==> config.mk <==
export PLATFORM = sky130hd
export DESIGN_NAME = mips_div_ctrl
export DESIGN_NICKNAME = d
export VERILOG_FILES = /design/src/rtl/mips_div_ctrl.sv
export SDC_FILE = /design/constraint.sdc
export NUM_CORES = 1
export LEC_CHECK = 0
export CAP_MARGIN = 20
export CORE_AREA = 2 2 196 198
export CTS_BUF_LIST = sky130_fd_sc_hd__clkbuf_8
export CTS_CLUSTER_DIAMETER = 80
export DETAILED_ROUTE_END_ITERATION = 6
export DIE_AREA = 0 0 198 200
export HOLD_SLACK_MARGIN = 0.03
export MAX_ROUTING_LAYER = met4
export SKIP_CTS_REPAIR_TIMING = 1
export SLEW_MARGIN = 20
export SYNTH_ARGS = -nofsm -noshare
export SYNTH_HDL_FRONTEND = slang
export SYNTH_SLANG_ARGS = --single-unit
==> constraint.sdc <==
create_clock -name clk -period 3.64 [get_ports clk]
set_input_delay 1.092 -clock clk [delete_from_list [all_inputs] [get_ports clk]]
set_output_delay 1.092 -clock clk [all_outputs]
set_load 0.01 [all_outputs]
==> src/rtl/mips_div_ctrl.sv <==
// Multi-cycle divide controller for the MIPS Harvard CPU.
// Sequences a radix-2 restoring divider for DIV/DIVU, owns the HI/LO
// registers (including MTHI/MTLO writes) and raises a pipeline stall
// whenever the CPU touches HI/LO or starts a divide while one is running.
module mips_div_ctrl #(
  parameter int WIDTH = 32
) (
  input  logic             clk,
  input  logic             reset,
  input  logic             clk_enable,
  input  logic             start,
  input  logic             op_signed,
  input  logic [WIDTH-1:0] dividend,
  input  logic [WIDTH-1:0] divisor,
  input  logic             mthi,
  input  logic             mtlo,
  input  logic [WIDTH-1:0] mt_data,
  input  logic             read_hilo,
  output logic [WIDTH-1:0] hi,
  output logic [WIDTH-1:0] lo,
  output logic             busy,
  output logic             done,
  output logic             stall
);

  localparam int CW = (WIDTH > 1) ? $clog2(WIDTH) : 1;

  localparam logic [1:0] S_IDLE  = 2'd0;
  localparam logic [1:0] S_PREP  = 2'd1;
  localparam logic [1:0] S_ITER  = 2'd2;
  localparam logic [1:0] S_FIXUP = 2'd3;

  logic [1:0]       state;
  logic [CW-1:0]    counter;
  logic [WIDTH-1:0] dvd_raw;
  logic [WIDTH-1:0] dvsr_raw;
  logic [WIDTH-1:0] dvsr_mag;
  logic [WIDTH-1:0] rem;
  logic [WIDTH-1:0] quo;
  logic             sgn;
  logic             q_neg;
  logic             r_neg;
  logic [WIDTH:0]   rem_shift;
  logic [WIDTH:0]   trial;

  // The next partial remainder candidate: shift in the top quotient bit and
  // try subtracting the divisor magnitude one bit wider so the borrow shows.
  assign rem_shift = {rem, quo[WIDTH-1]};
  assign trial     = rem_shift - {1'b0, dvsr_mag};

  // Anything other than IDLE means a divide owns HI/LO; requests must wait.
  assign busy  = (state != S_IDLE);
  assign stall = busy & (start | mthi | mtlo | read_hilo);

  // Divider sequencing and HI/LO ownership; clk_enable low freezes everything.
  always_ff @(posedge clk or negedge reset) begin
    if (!reset) begin
      state    <= S_IDLE;
      counter  <= '0;
      hi       <= '0;
      lo       <= '0;
      done     <= 1'b0;
      dvd_raw  <= '0;
      dvsr_raw <= '0;
      dvsr_mag <= '0;
      rem      <= '0;
      quo      <= '0;
      sgn      <= 1'b0;
      q_neg    <= 1'b0;
      r_neg    <= 1'b0;
    end else if (clk_enable) begin
      done <= 1'b0;
      case (state)
        S_IDLE: begin
          if (mthi) hi <= mt_data;
          if (mtlo) lo <= mt_data;
          if (start) begin
            dvd_raw  <= dividend;
            dvsr_raw <= divisor;
            sgn      <= op_signed;
            state    <= S_PREP;
          end
        end
        S_PREP: begin
          quo      <= (sgn & dvd_raw[WIDTH-1])  ? -dvd_raw  : dvd_raw;
          dvsr_mag <= (sgn & dvsr_raw[WIDTH-1]) ? -dvsr_raw : dvsr_raw;
          rem      <= '0;
          q_neg    <= sgn & (dvd_raw[WIDTH-1] ^ dvsr_raw[WIDTH-1]);
          r_neg    <= sgn & dvd_raw[WIDTH-1];
          if (dvsr_raw == '0) begin
            state <= S_FIXUP;
          end else begin
            state   <= S_ITER;
            counter <= CW'(WIDTH - 1);
          end
        end
        S_ITER: begin
          quo <= {quo[WIDTH-2:0], ~trial[WIDTH]};
          if (!trial[WIDTH]) rem <= trial[WIDTH-1:0];
          else               rem <= rem_shift[WIDTH-1:0];
          if (counter == '0) state <= S_FIXUP;
          else               counter <= counter - 1'b1;
        end
        S_FIXUP: begin
          if (dvsr_raw == '0) begin
            hi <= dvd_raw;
            lo <= '1;
          end else begin
            hi <= r_neg ? -rem : rem;
            lo <= q_neg ? -quo : quo;
          end
          done  <= 1'b1;
          state <= S_IDLE;
        end
        default: state <= S_IDLE;
      endcase
    end
  end

endmodule

==> flow_summary.ini, run 1 <==
[yosys]
synth.avg_cell_area_um2 = 8.83
synthCells = 1683
synth-seq-cells = 235
synth_top_cell_by_area = dfrtp_1
synth_nets = 1830
synth.distinct_cells = 72
synthTopCellsByCount = 247 x nand2_1, 235 x dfrtp_1, 208 x o21ai_0
ys_async_sr_fraction = 1.00
ys_dominant_reg_cell = dfrtp_1
ys_seq_area_frac = 0.396
netlist_area_um2 = 14900
synth_top_area_frac = 0.396
synth_edf_count = 0
synthTopCellsByArea = dfrtp_1 40%, o21ai_0 7.0%, nand2_1 6.2%
yosysWarnings = 0
synth.most_common_cell = nand2_1

[placement]
dp_hpwl_mm = 32.4
port_buffers = 170
place_congestion = 0.878
placed_area_um2 = 17300

[worst_setup_path]
path_cells = clkdlybuf4s50_1 > nor4_1 > nor2_1 > clkdlybuf4s50_1
crit_required_ns = 2.55
max_stage_delay_ns = 0.49
cp-start-kind = input port
worstSetupEndpointType = output pin
crit_arrival_ns = 2.37
critPathMostFrequentCell = clkdlybuf4s50_1
slowest_stage = clkdlybuf4s50_1
worstPathMaxFanout = 2
crit_type = input port to output pin

[timing]
fin_crit_ns = 3.46
setup_tns_ns = 0
hold_ws_ns = 0.398
rsz0062_at_grt = no
tightest_slew_ns = 1.06
hold_violations = 0
slew_violations = 0
timing.fmax_ghz = 0.289
slew_headroom = 0.295
finalClockSkew_ns = 0.0575
fin_crit_sh = 0.951
finalSetupViolations = 0

[die]
die_area_um2 = 39600
ios = 171
core_um2 = 37400
die_y_um = 200
start_util = 0.397
rows = 71
die_w_um = 198

[drt]
drcViolationCount = 0
drt_pass1_iterations = 5
vias_per_cell = 5.33
drt_iter0_markers = 891
dr_total_vias = 12800
wire_per_inst_um = 17.9
antenna_left = 0
drt-total-wl_mm = 42.8

[clock_tree]
numCtsBuffers = 44
clk_pin_slew_ns = 0.06
cts.sinks = 235
cts_root_buf = clkbuf_8
clockBufferDepth = 3
htree_levels = 2
clkLatencyLatePin_ns = 0.63
cts_tree = yes

[cells_and_area]
fin_nets = 1998
syn2layout_area_growth_pct = 22.3
final_area_um2 = 18200
fillers = 3638
drive_above_1_share = 0.116
postLayoutCoreUtil = 0.486

[pwr]
ir_drop_uv = 532
power.density_nw_per_um2 = 1080
p_leak_nw = 7.77
power.total_mw = 19.6

[global_route]
grt_max_degree = 67
grt_pass1_wl_mm = 68.0
overflow = 0
groute.usage.overall = 0.226
antenna_found_initial = 0
first_global_vias = 12200

[status]
outcome = completed

[flow_run]
max_cap_viol_count = 0

[hold_path]
hold_path.class = input port to async pin
-- flip-flops by register name (all words and copies together), names as in the netlist --
signal	flops
dvsr_raw	32
quo	32
lo	32
sgn	1
state	2
r_neg	1
done	1
rem	32
dvd_raw	32
dvsr_mag	32
hi	32
q_neg	1
counter	5
-- through the flow --
| step | cells | worst slack [ns] |
|---|---|---|
| floorplan | 1683 | 0.540 |
| global placement | 2316 | 0.172 |
| detailed placement | 2316 | 0.185 |
| CTS | 2395 | 0.178 |
| global route | 2395 | 0.0814 |
| finish | 2396 | 0.180 |
-- path summary, 6_finish.rpt --
path                            slack (ns)                  endpoint  cells after the start                      from
worst min-delay path                  0.40         hi[7]$_DFFE_PN0P_                      1                     reset
worst max-delay path                  0.18                     stall                      4                      mthi
max in group asynchronous             2.44   dvsr_raw[8]$_DFFE_PN0P_                      2                     reset
min in group clk                      0.48  dvsr_mag[15]$_DFFE_PN0P_                      2  dvsr_mag[15]$_DFFE_PN0P_
worst min register to register        0.48  dvsr_mag[15]$_DFFE_PN0P_                      2  dvsr_mag[15]$_DFFE_PN0P_
worst max register to register        0.33        hi[24]$_DFFE_PN0P_                      8       rem[11]$_DFFE_PN0P_
-- placed cells by master (no fill, tap or decap), types with 14 or more instances in the layout --
master and count:
nand2_1 245, dfrtp_1 235, o21ai_0 208, clkdlybuf4s50_1 169, a21oi_1 90, xor2_1 83, nor2_1 81, inv_1 72
mux2_2 67, clkbuf_8 56, nand3_1 53, xnor2_1 53, buf_4 47, ha_1 40, mux2i_1 35, o31ai_1 27
a21o_1 19, o41ai_1 19, nor4_1 15, or3_1 15, o21ai_1 15, or4_1 14, o22ai_1 14
-- per-layer routing --
| metal | share of wire | wire (µm) | GRT usage |
|---|---|---|---|
| met1 | 0.47 | 20100 | 0.305 |
| met2 | 0.46 | 19500 | 0.351 |
| met3 | 0.049 | 2110 | 0.0313 |
| met4 | 0.026 | 1090 | 0.0755 |
| met5 | 0 | 0 | - |
-- cell type report --
cell class | count | area [µm²] | area share
Antenna cell | 1 | 2.50 | 0.000138
Clock buffer | 56 | 771 | 0.0424
Clock inverter | 23 | 115 | 0.00633
Inverter | 58 | 218 | 0.0120
Multi-Input combinational cell | 1286 | 8310 | 0.457
Sequential cell | 235 | 5880 | 0.324
Tap cell | 511 | 639 | 0.0352
Timing Repair Buffer | 226 | 2240 | 0.123
-- report_power, final --
group	switching (mW)	internal [mW]
clock	1.20	1.39
combinational	6.59	5.11
sequential	1.50	3.80
-- worst max-delay path: cells and delay by family --
kind | cells | cell delay [ns]
AND/OR/NAND/NOR | 2 | 0.35
buffers and inverters | 2 | 0.93
-- cell families after synthesis --
| logic type | share of synthesized area |
|---|---|
| AO/OA/AOI/OAI | 0.209 |
| XOR/XNOR | 0.0808 |
| adder cells (fa/ha/maj) | 0.0367 |
| buffers and inverters | 0.0484 |
| flip-flops | 0.396 |
| multiplexers | 0.0744 |
| AND/OR/NAND/NOR | 0.155 |
No activity file was read; power rests on OpenSTA's default activity.
==> run 2, diff against run 1 <==
--- a/config.mk
+++ b/config.mk
@@ -7,10 +7,11 @@
 export LEC_CHECK = 0
 export CAP_MARGIN = 20
 export CORE_AREA = 2 2 196 198
-export CTS_BUF_LIST = sky130_fd_sc_hd__clkbuf_8
+export CTS_BUF_LIST = sky130_fd_sc_hd__clkbuf_4 sky130_fd_sc_hd__clkbuf_8
 export CTS_CLUSTER_DIAMETER = 80
 export DETAILED_ROUTE_END_ITERATION = 6
 export DIE_AREA = 0 0 198 200
+export GPL_TIMING_DRIVEN = 0
 export HOLD_SLACK_MARGIN = 0.03
 export MAX_ROUTING_LAYER = met4
 export SKIP_CTS_REPAIR_TIMING = 1
==> run 2 against run 1 <==
Net effect:
- register-to-register slack got worse by 0.19 ns
- global-route usage up 2.4 points
- routed wire length rose by 11%
- via count increased by 4.3%
- die area stayed put
- first-iteration DRC count is 7.4% lower
- highest routed layer unchanged
==> flow_summary.ini, run 2 (synthesized netlist as in run 1, its figures left out) <==
[global_route]
grt_max_degree = 97
grt_pass1_wl_mm = 73.6
groute.usage.overall = 0.250
overflow = 0
antenna_found_initial = 0
first_global_vias = 13300

[worst_setup_path]
worstPathMaxFanout = 10
r2r_cells = 13
cp-start-kind = flip-flop
r2r-end = rem[1]$_DFFE_PN0P_
cpLargestDelayFamily = compound AO/OA/AOI/OAI gates
crit_arrival_ns = 3.99
r2r_slack_ns = 0.14
slowest_stage = dfrtp_2
path_cells = ha_1 > clkbuf_1 > a21o_2 > a31o_2 > nor2_2 > o2111ai_2 > a311oi_4 > buf_4 > xor2_2 > clkbuf_4 > clkbuf_4 > nand2_1 > a32o_1
crit_type = flip-flop to flip-flop
crit_required_ns = 4.13
critPathMostFrequentCell = clkbuf_4
cp_num_buf_inv = 4
max_stage_delay_ns = 0.46
worstSetupEndpointType = flip-flop
r2r-start = rem[20]$_DFFE_PN0P_

[drt]
antenna_left = 0
drt_pass1_iterations = 7
wire_per_inst_um = 19.5
drcViolationCount = 0
dr_total_vias = 13300
drt-total-wl_mm = 47.7
vias_per_cell = 5.45
drt_iter0_markers = 825

[timing]
slew_headroom = 0.330
finalSetupViolations = 0
hold_violations = 0
tightest_slew_ns = 0.998
layout_setup_ws_ns = 0.141
slew_violations = 0
fin_crit_ns = 3.50
finalClockSkew_ns = 0.0223
rsz0062_at_grt = no
timing.fmax_ghz = 0.286
setup_tns_ns = 0
fin_crit_sh = 0.961

[pwr]
power.density_nw_per_um2 = 1110
p_leak_nw = 7.75
ir_drop_uv = 451

[cells_and_area]
drive_above_1_share = 0.112
layout_common_cells = 247 x nand2_1, 234 x dfrtp_1, 206 x o21ai_0, 169 x clkdlybuf4s50_1, 88 x a21oi_1
final_common_cell = nand2_1
fin_nets = 2054
antenna_cells = 0
syn2layout_area_growth_pct = 23.5

[flow_run]
max_cap_viol_count = 0

[clock_tree]
cts_tree = yes
cts.sinks = 235
htree_levels = 2
numCtsBuffers = 44
clkLatencyLatePin_ns = 0.62
cts_root_buf = clkbuf_8
clockBufferDepth = 3
clk_pin_slew_ns = 0.06

[die]
die_area_um2 = 39600
die_w_um = 198
core_um2 = 37400
ios = 171
rows = 71
die_y_um = 200
start_util = 0.397

[placement]
port_buffers = 170
place_congestion = 0.922
place_ws_ns = -0.666
dp_hpwl_mm = 37.3

[hold_path]
hold_path.class = input port to async pin

[status]
outcome = completed
run 2: cell count changes in the layout (fill, tap and decap cells not counted), moves of 6 or more:
cell,before,now
buf_1,0,12
buf_12,9,0
buf_2,0,6
buf_4,47,10
clkbuf_1,0,66
clkbuf_4,0,14
inv_1,72,58
run 2: final cells by class:
class	instances	area, µm²
fillers	3715	19100
multi-input cells	1286	8350
flip-flops and latches	235	5880
repair buffers	181	1830
clock buffers	66	840
well taps	511	639
plain buffers	101	503
inverters	58	218
clock inverters	10	82.6
run 2: stage by stage:
stage                     power [mW]  std cells  area (µm²)  hold slack, ns  utilization
after floorplan                 13.3       1683       14900           0.450            -
after global routing            22.0       2448       18300           0.408        0.491
final                           20.4       2448       18300           0.386        0.491
after detailed placement        17.2       2366       17300           0.470        0.462
after global placement          17.0       2364       17200           0.463        0.460
after CTS                       20.0       2442       18200           0.384        0.486
run 2: worst register-to-register path, cell delays in order (launching register included):
cell and delay (ns):
dfrtp_2 0.46, ha_1 0.29, clkbuf_1 0.20, a21o_2 0.33
a31o_2 0.29, nor2_2 0.16, o2111ai_2 0.21, a311oi_4 0.35
buf_4 0.17, xor2_2 0.15, clkbuf_4 0.23, clkbuf_4 0.23
nand2_1 0.07, a32o_1 0.24
run 2: worst max path at each step:
stage / end / slack [ns] / from / cells after the start
4_1_cts: rem[8]$_DFFE_PN0P_ / -0.71 / quo[31]$_DFFE_PN0P_ / 12
5_1_grt: hi[0]$_DFFE_PN0P_ / 0.02 / dvsr_raw[3]$_DFFE_PN0P_ / 9
6_report: rem[1]$_DFFE_PN0P_ / 0.14 / rem[20]$_DFFE_PN0P_ / 13
2_1_floorplan: rem[2]$_DFFE_PN0P_ / 0.54 / quo[31]$_DFFE_PN0P_ / 12
3_3_place_gp: dvsr_raw[31]$_DFFE_PN0P_ / -8.68 / reset / 1
3_5_place_dp: rem[8]$_DFFE_PN0P_ / -0.67 / quo[31]$_DFFE_PN0P_ / 12
run 2: per-layer routing:
layer | track usage | part of all wire | vias to the layer above
met1 | 0.299 | 0.43 | 6297
met5 | - | 0 | -
li1 | - | - | 6508
met2 | 0.418 | 0.48 | 411
met4 | 0.109 | 0.043 | 0
met3 | 0.0413 | 0.053 | 119
run 2: where the power goes:
| group | internal (mW) | total (mW) | switching, mW |
|---|---|---|---|
| Sequential | 3.81 | 5.29 | 1.48 |
| Clock | 1.54 | 2.73 | 1.19 |
| Combinational | 5.28 | 12.4 | 7.15 |
| Total | 10.6 | 20.4 | 9.82 |
